**config.mk**
```make
export PLATFORM = sky130hd
export DESIGN_NAME = alu_op_scheduler
export DESIGN_NICKNAME = d
export VERILOG_FILES = /design/src/rtl/alu_op_scheduler.sv
export SDC_FILE = /design/constraint.sdc
export NUM_CORES = 1
export LEC_CHECK = 0
export ABC_AREA = 1
export CAP_MARGIN = 5
export CORE_MARGIN = 8
export CORE_UTILIZATION = 41
export CTS_CLUSTER_SIZE = 8
export DETAILED_ROUTE_END_ITERATION = 7
export PLACE_DENSITY = 0.77
export RECOVER_POWER = 100
export SLEW_MARGIN = 20
export SYNTH_ARGS = -nofsm -noshare
export SYNTH_HDL_FRONTEND = slang
export SYNTH_SLANG_ARGS = --single-unit
```
**constraint.sdc**
```tcl
create_clock -name clk_i -period 5.5 [get_ports clk_i]
set_input_delay 1.1 -clock clk_i [delete_from_list [all_inputs] [get_ports clk_i]]
set_output_delay 1.1 -clock clk_i [all_outputs]
set_load 0.02 [all_outputs]
```
**src/rtl/alu_op_scheduler.sv**
```systemverilog
// Round-robin scheduler sharing one ALU among NUM_REQ requesters, one op in flight, with a WAIT watchdog.
// Optional statistics (grant/timeout counters, STAT_SEL/STAT_DATA) are enabled by defining ALU_SCHED_STATS_EN.
module alu_op_scheduler #(
   parameter int NUM_REQ    = 4,
   parameter int DATA_WIDTH = 8,
   parameter int OP_WIDTH   = 4,
   parameter int TIMEOUT    = 16
) (
   input  logic                          clk_i,
   input  logic                          rst_n_i,
   input  logic [NUM_REQ-1:0]            req_vld_i,
   input  logic [NUM_REQ*OP_WIDTH-1:0]   req_op_i,
   input  logic [NUM_REQ*DATA_WIDTH-1:0] req_a_i,
   input  logic [NUM_REQ*DATA_WIDTH-1:0] req_b_i,
   output logic [NUM_REQ-1:0]            req_rdy_o,
   input  logic                          alu_rdy_i,
   output logic                          alu_act_o,
   output logic [OP_WIDTH-1:0]           alu_op_o,
   output logic [DATA_WIDTH-1:0]         alu_a_o,
   output logic [DATA_WIDTH-1:0]         alu_b_o,
   input  logic [DATA_WIDTH-1:0]         ex_alu_i,
   input  logic                          ex_alu_vld_i,
   output logic [NUM_REQ-1:0]            rsp_vld_o,
   output logic [DATA_WIDTH-1:0]         rsp_data_o,
   output logic                          rsp_err_o,
`ifdef ALU_SCHED_STATS_EN
   input  logic [3:0]                    stat_sel_i,
   output logic [15:0]                   stat_data_o,
`endif
   output logic                          busy_o
);
   localparam int IW = $clog2(NUM_REQ);

   typedef enum logic [1:0] {S_IDLE, S_ISSUE, S_WAIT, S_RESP} state_t;

   state_t                  state_q;
   logic [IW-1:0]           rr_ptr_q;
   logic [IW-1:0]           owner_q;
   logic [7:0]              cnt_q;
   logic                    alu_act_q;
   logic [OP_WIDTH-1:0]     alu_op_q;
   logic [DATA_WIDTH-1:0]   alu_a_q;
   logic [DATA_WIDTH-1:0]   alu_b_q;
   logic [NUM_REQ-1:0]      rsp_vld_q;
   logic [DATA_WIDTH-1:0]   rsp_data_q;
   logic                    rsp_err_q;
   logic                    busy_q;

   logic [IW-1:0]           win_d;
   logic [IW-1:0]           idx;
   logic                    found;
   logic                    gnt_vld;
   logic                    timeout_hit;

   // Descending scan: the smallest offset from rr_ptr is assigned last and therefore wins.
   always_comb begin
      win_d = '0;
      found = 1'b0;
      idx   = '0;
      for (int k = NUM_REQ - 1; k >= 0; k--) begin
         idx = IW'((int'(rr_ptr_q) + k) % NUM_REQ);
         if (req_vld_i[idx]) begin
            win_d = idx;
            found = 1'b1;
         end
      end
   end

   assign gnt_vld     = (state_q == S_IDLE) && alu_rdy_i && found;
   assign timeout_hit = (state_q == S_WAIT) && !ex_alu_vld_i && (cnt_q == 8'(TIMEOUT - 1));
   // Grant is masked during reset so no handshake can complete while the FSM is held.
   assign req_rdy_o   = (gnt_vld && rst_n_i) ? (NUM_REQ'(1) << win_d) : '0;

   always_ff @(posedge clk_i or negedge rst_n_i) begin
      if (!rst_n_i) begin
         state_q    <= S_IDLE;
         rr_ptr_q   <= '0;
         owner_q    <= '0;
         cnt_q      <= '0;
         alu_act_q  <= 1'b0;
         alu_op_q   <= '0;
         alu_a_q    <= '0;
         alu_b_q    <= '0;
         rsp_vld_q  <= '0;
         rsp_data_q <= '0;
         rsp_err_q  <= 1'b0;
         busy_q     <= 1'b0;
      end else begin
         case (state_q)
            S_IDLE: begin
               if (gnt_vld) begin
                  owner_q   <= win_d;
                  alu_op_q  <= req_op_i[win_d*OP_WIDTH +: OP_WIDTH];
                  alu_a_q   <= req_a_i[win_d*DATA_WIDTH +: DATA_WIDTH];
                  alu_b_q   <= req_b_i[win_d*DATA_WIDTH +: DATA_WIDTH];
                  alu_act_q <= 1'b1;
                  busy_q    <= 1'b1;
                  state_q   <= S_ISSUE;
               end
            end
            S_ISSUE: begin
               alu_act_q <= 1'b0;
               cnt_q     <= '0;
               if (ex_alu_vld_i) begin
                  rsp_vld_q  <= NUM_REQ'(1) << owner_q;
                  rsp_data_q <= ex_alu_i;
                  rsp_err_q  <= 1'b0;
                  state_q    <= S_RESP;
               end else begin
                  state_q <= S_WAIT;
               end
            end
            S_WAIT: begin
               cnt_q <= cnt_q + 8'd1;
               if (ex_alu_vld_i) begin
                  rsp_vld_q  <= NUM_REQ'(1) << owner_q;
                  rsp_data_q <= ex_alu_i;
                  rsp_err_q  <= 1'b0;
                  state_q    <= S_RESP;
               end else if (timeout_hit) begin
                  rsp_vld_q  <= NUM_REQ'(1) << owner_q;
                  rsp_data_q <= '0;
                  rsp_err_q  <= 1'b1;
                  state_q    <= S_RESP;
               end
            end
            default: begin
               rsp_vld_q  <= '0;
               rsp_data_q <= '0;
               rsp_err_q  <= 1'b0;
               busy_q     <= 1'b0;
               rr_ptr_q   <= (owner_q == IW'(NUM_REQ - 1)) ? '0 : owner_q + IW'(1);
               state_q    <= S_IDLE;
            end
         endcase
      end
   end

   assign alu_act_o  = alu_act_q;
   assign alu_op_o   = alu_op_q;
   assign alu_a_o    = alu_a_q;
   assign alu_b_o    = alu_b_q;
   assign rsp_vld_o  = rsp_vld_q;
   assign rsp_data_o = rsp_data_q;
   assign rsp_err_o  = rsp_err_q;
   assign busy_o     = busy_q;

`ifdef ALU_SCHED_STATS_EN
   logic [15:0] grant_cnt_q [NUM_REQ];
   logic [15:0] to_cnt_q;

   always_ff @(posedge clk_i or negedge rst_n_i) begin
      if (!rst_n_i) begin
         for (int i = 0; i < NUM_REQ; i++) grant_cnt_q[i] <= '0;
         to_cnt_q <= '0;
      end else begin
         if (gnt_vld && grant_cnt_q[win_d] != 16'hFFFF) grant_cnt_q[win_d] <= grant_cnt_q[win_d] + 16'd1;
         if (timeout_hit && to_cnt_q != 16'hFFFF) to_cnt_q <= to_cnt_q + 16'd1;
      end
   end

   always_comb begin
      stat_data_o = '0;
      if (stat_sel_i == 4'hF) stat_data_o = to_cnt_q;
      for (int i = 0; i < NUM_REQ; i++) begin
         if (stat_sel_i == 4'(i)) stat_data_o = grant_cnt_q[i];
      end
   end
`endif
endmodule

```
==> results.md <==
* Crit Path Category: in -> out
* DR DRC count at 0
* Layout fillers at 731
* #FFs+latches synth at 49
* Yosys cell types at 34
* DPL Wire Length at around 7700 µm
* Critical path endpoint category: primary output
* # H-tree levels at 2
* P_leak at ~2.5 nW
* Port bufs at ~130
* Layout cells sized above 1 at 0.0341
* Setup bufs post-CTS at 0
* Data arrival time of the worst path at between 3000 and 4000 ps
* Sequential share of the synthesized area at 0.371
* All-Layer GR Usage at 0.175
* Final Hold Fails at 0
* Die Width at roughly 110 µm
* FP Rows at 32
* Vias in the first global route at about 3500
* Nets at just over 700
* Post-synth top area share at 0.371
* Placed Instances at slightly above 700
* Initial antenna violation count at 0
* Req. time, crit path at around 4400 ps
* Synthesis-to-finish area growth at 43.3%
* Post-Syn Nets at 596
* Post-DRT Antenna Nets at 0
* Failing checks: capacitance limit, slew limit
* Worst-Margin Slew at around 2600 ps
* Starting Density at 0.425
* Vias per inst at between 4 and 5
* Slew HR at -0.738
* Asr flop ratio synth at 1.00
* Synthesis Warnings at 0
* Syn Area/Cell at around 6.7 µm²
* IO Pins at approximately 140
* CP Launch Type: input pin
* Setup_tns at 0 ps
* CTS tree: done
* Worst-path clk slew at around 90 ps
* Worst vdd ir at 0.481 mV
* Hold slack at slightly below 500 ps
* Largest net degree at the start of global routing at 60
* EDFF count, synth at 0
* Post-layout instance count excluding filler cells at slightly above 700
* Worst hold path class: reg -> reg
* CTS hold repair buffers at 0
* Core ar. at roughly 0.008 mm²
* Clock sinks at 49
* Num CTS Buffers at 5
* Most frequent cells in the layout: nand2_1 (159), clkdlybuf4s50_1 (93), inv_1 (84)
* Predominant post-synthesis flop cell: dfrtp_1
* Die Area at around 0.011 mm²
* Cell Area, Synth at ~0.0033 mm²
* Fin crit share at 0.868
* Syn Inst Count at 490
* Final wirelength at about 9800 µm
* Worst Clk Skew at between 6 and 7 ps
* Most common cell after layout, fill and taps aside: nand2_1
* First DRT Iteration DRCs at around 180
* Root Buffer Master: clkbuf_8
* Max Clk Rate at 210 MHz
* RD Place Congestion at 0.926
* TritonRoute pass-1 iters at 4
* Clock Latency Late Sink at approximately 300 ps
* Post_cts resized at 0
* Die H at roughly 110 µm
* Routed vias at between 3000 and 4000
* Leading post-synthesis cells by cell area: dfrtp_1 (37%), nand2_1 (18%), nand3_1 (12%)
* Wire per inst at about 14 µm
* Slew Limit Fails at 110
* First-pass GRT wire length at about 16000 µm
* CP Max Fanout at 23
* Total global routing overflow at 0
* RSZ-0062 raised after global routing: no
* Biggest area consumer among synthesized cells: dfrtp_1
* Design Power at between 0.002 and 0.0025 W
* Ant. Diodes at 0
* Final setup fails at 0
* Clock buffer depth at 2
* Period minus WS final at about 4800 ps
* Maxcap violations at 2
* Power density cells at about 520 mW/mm²
* Status: complete, but fails checks
[worst max-delay path: stages]
cell           delay, ps
dlygate4sd3_1        540
nand2_1               50
o21ai_0              120
nor2_1               110
nor2_1               150
nand3_2              390
nand2_1              300
inv_2                 50
nor3_1               140
dlygate4sd3_1        700
[cells by family (layout without fill, tap and decap cells)]
logic type | after synthesis | count (layout) | synth area share
xor gates and xnor gates | 1 | 1 | 0.00265
and+or+nand+nor | 285 | 285 | 0.385
buffers and inverters | 106 | 232 | 0.134
AOI/OAI and AO/OA | 39 | 39 | 0.0690
adders and majority gates | 10 | 10 | 0.0379
DFF | 49 | 49 | 0.371
[final cells by class]
type | count | area (µm²) | share of cell area
Clock buffer | 6 | 72.6 | 0.0153
Clock inverter | 2 | 15.0 | 0.00317
Inverter | 87 | 327 | 0.0690
Multi-Input combinational cell | 335 | 1620 | 0.342
Sequential cell | 49 | 1230 | 0.259
Tap cell | 102 | 128 | 0.0270
Timing Repair Buffer | 137 | 1350 | 0.285
[sequential cells by signal, indices dropped and copies added, names as in the netlist]
signal and count:
alu_a_o 8, alu_b_o 8, cnt_q 8, rsp_data_o 8, alu_op_o 4, rsp_vld_o 4
owner_q 2, rr_ptr_q 2, state_q 2, alu_act_o 1, busy_o 1, rsp_err_o 1
[per-stage QoR]
stage	util	setup WS [ps]	area, µm²
floorplan	-	2000	3300
global placement	0.601	962	4670
detailed placement	0.601	906	4670
CTS	0.613	912	4760
global route	0.609	369	4730
finish	0.609	729	4730
[Yosys cell counts, types with 2 or more instances]
cell,count
a21oi_1,11
buf_2,7
buf_4,5
buf_6,2
clkbuf_1,3
dfrtp_1,49
ha_1,10
inv_1,84
inv_2,2
nand2_1,157
nand2_2,4
nand3_1,77
nand3_2,4
nor2_1,14
nor2_2,2
nor3_1,6
o21ai_0,20
o21ai_2,2
or2_0,2
or2_1,14
or2_2,2
[power breakdown]
| part | total (W) | switching [W] | leakage [nW] | internal [W] |
|---|---|---|---|---|
| clock | 0.000215 | 0.000125 | 0.0374 | 0.0000899 |
| combinational | 0.00164 | 0.00102 | 1.79 | 0.000611 |
| sequential | 0.000616 | 0.000102 | 0.634 | 0.000514 |
| total | 0.00247 | 0.00125 | 2.46 | 0.00121 |
[per-layer routing]
layer  vias to the layer above  wire [µm]  global-route usage
met1                      1530       4270               0.211
met3                        13        808              0.0579
li1                       1759          -                   -
met5                         -          0                   0
met2                       128       4620               0.292
met4                         0        121              0.0442
[final timing paths]
| path | start | to | slack [ps] | depth (start not counted) |
|---|---|---|---|---|
| max in group asynchronous | rst_n_i | alu_a_o[0] | 2170 | 2 |
| min | alu_b_o[1] | alu_b_o[1] | 480 | 2 |
| max | req_vld_i[0] | req_rdy_o[1] | 730 | 10 |
| max reg2reg | rr_ptr_q[0] | alu_b_o[1] | 1420 | 14 |
| min reg2reg | alu_b_o[1] | alu_b_o[1] | 480 | 2 |
| min in group asynchronous | rst_n_i | rsp_data_o[7] | 1860 | 2 |
Note: power is estimated with default switching activity, not from simulation.
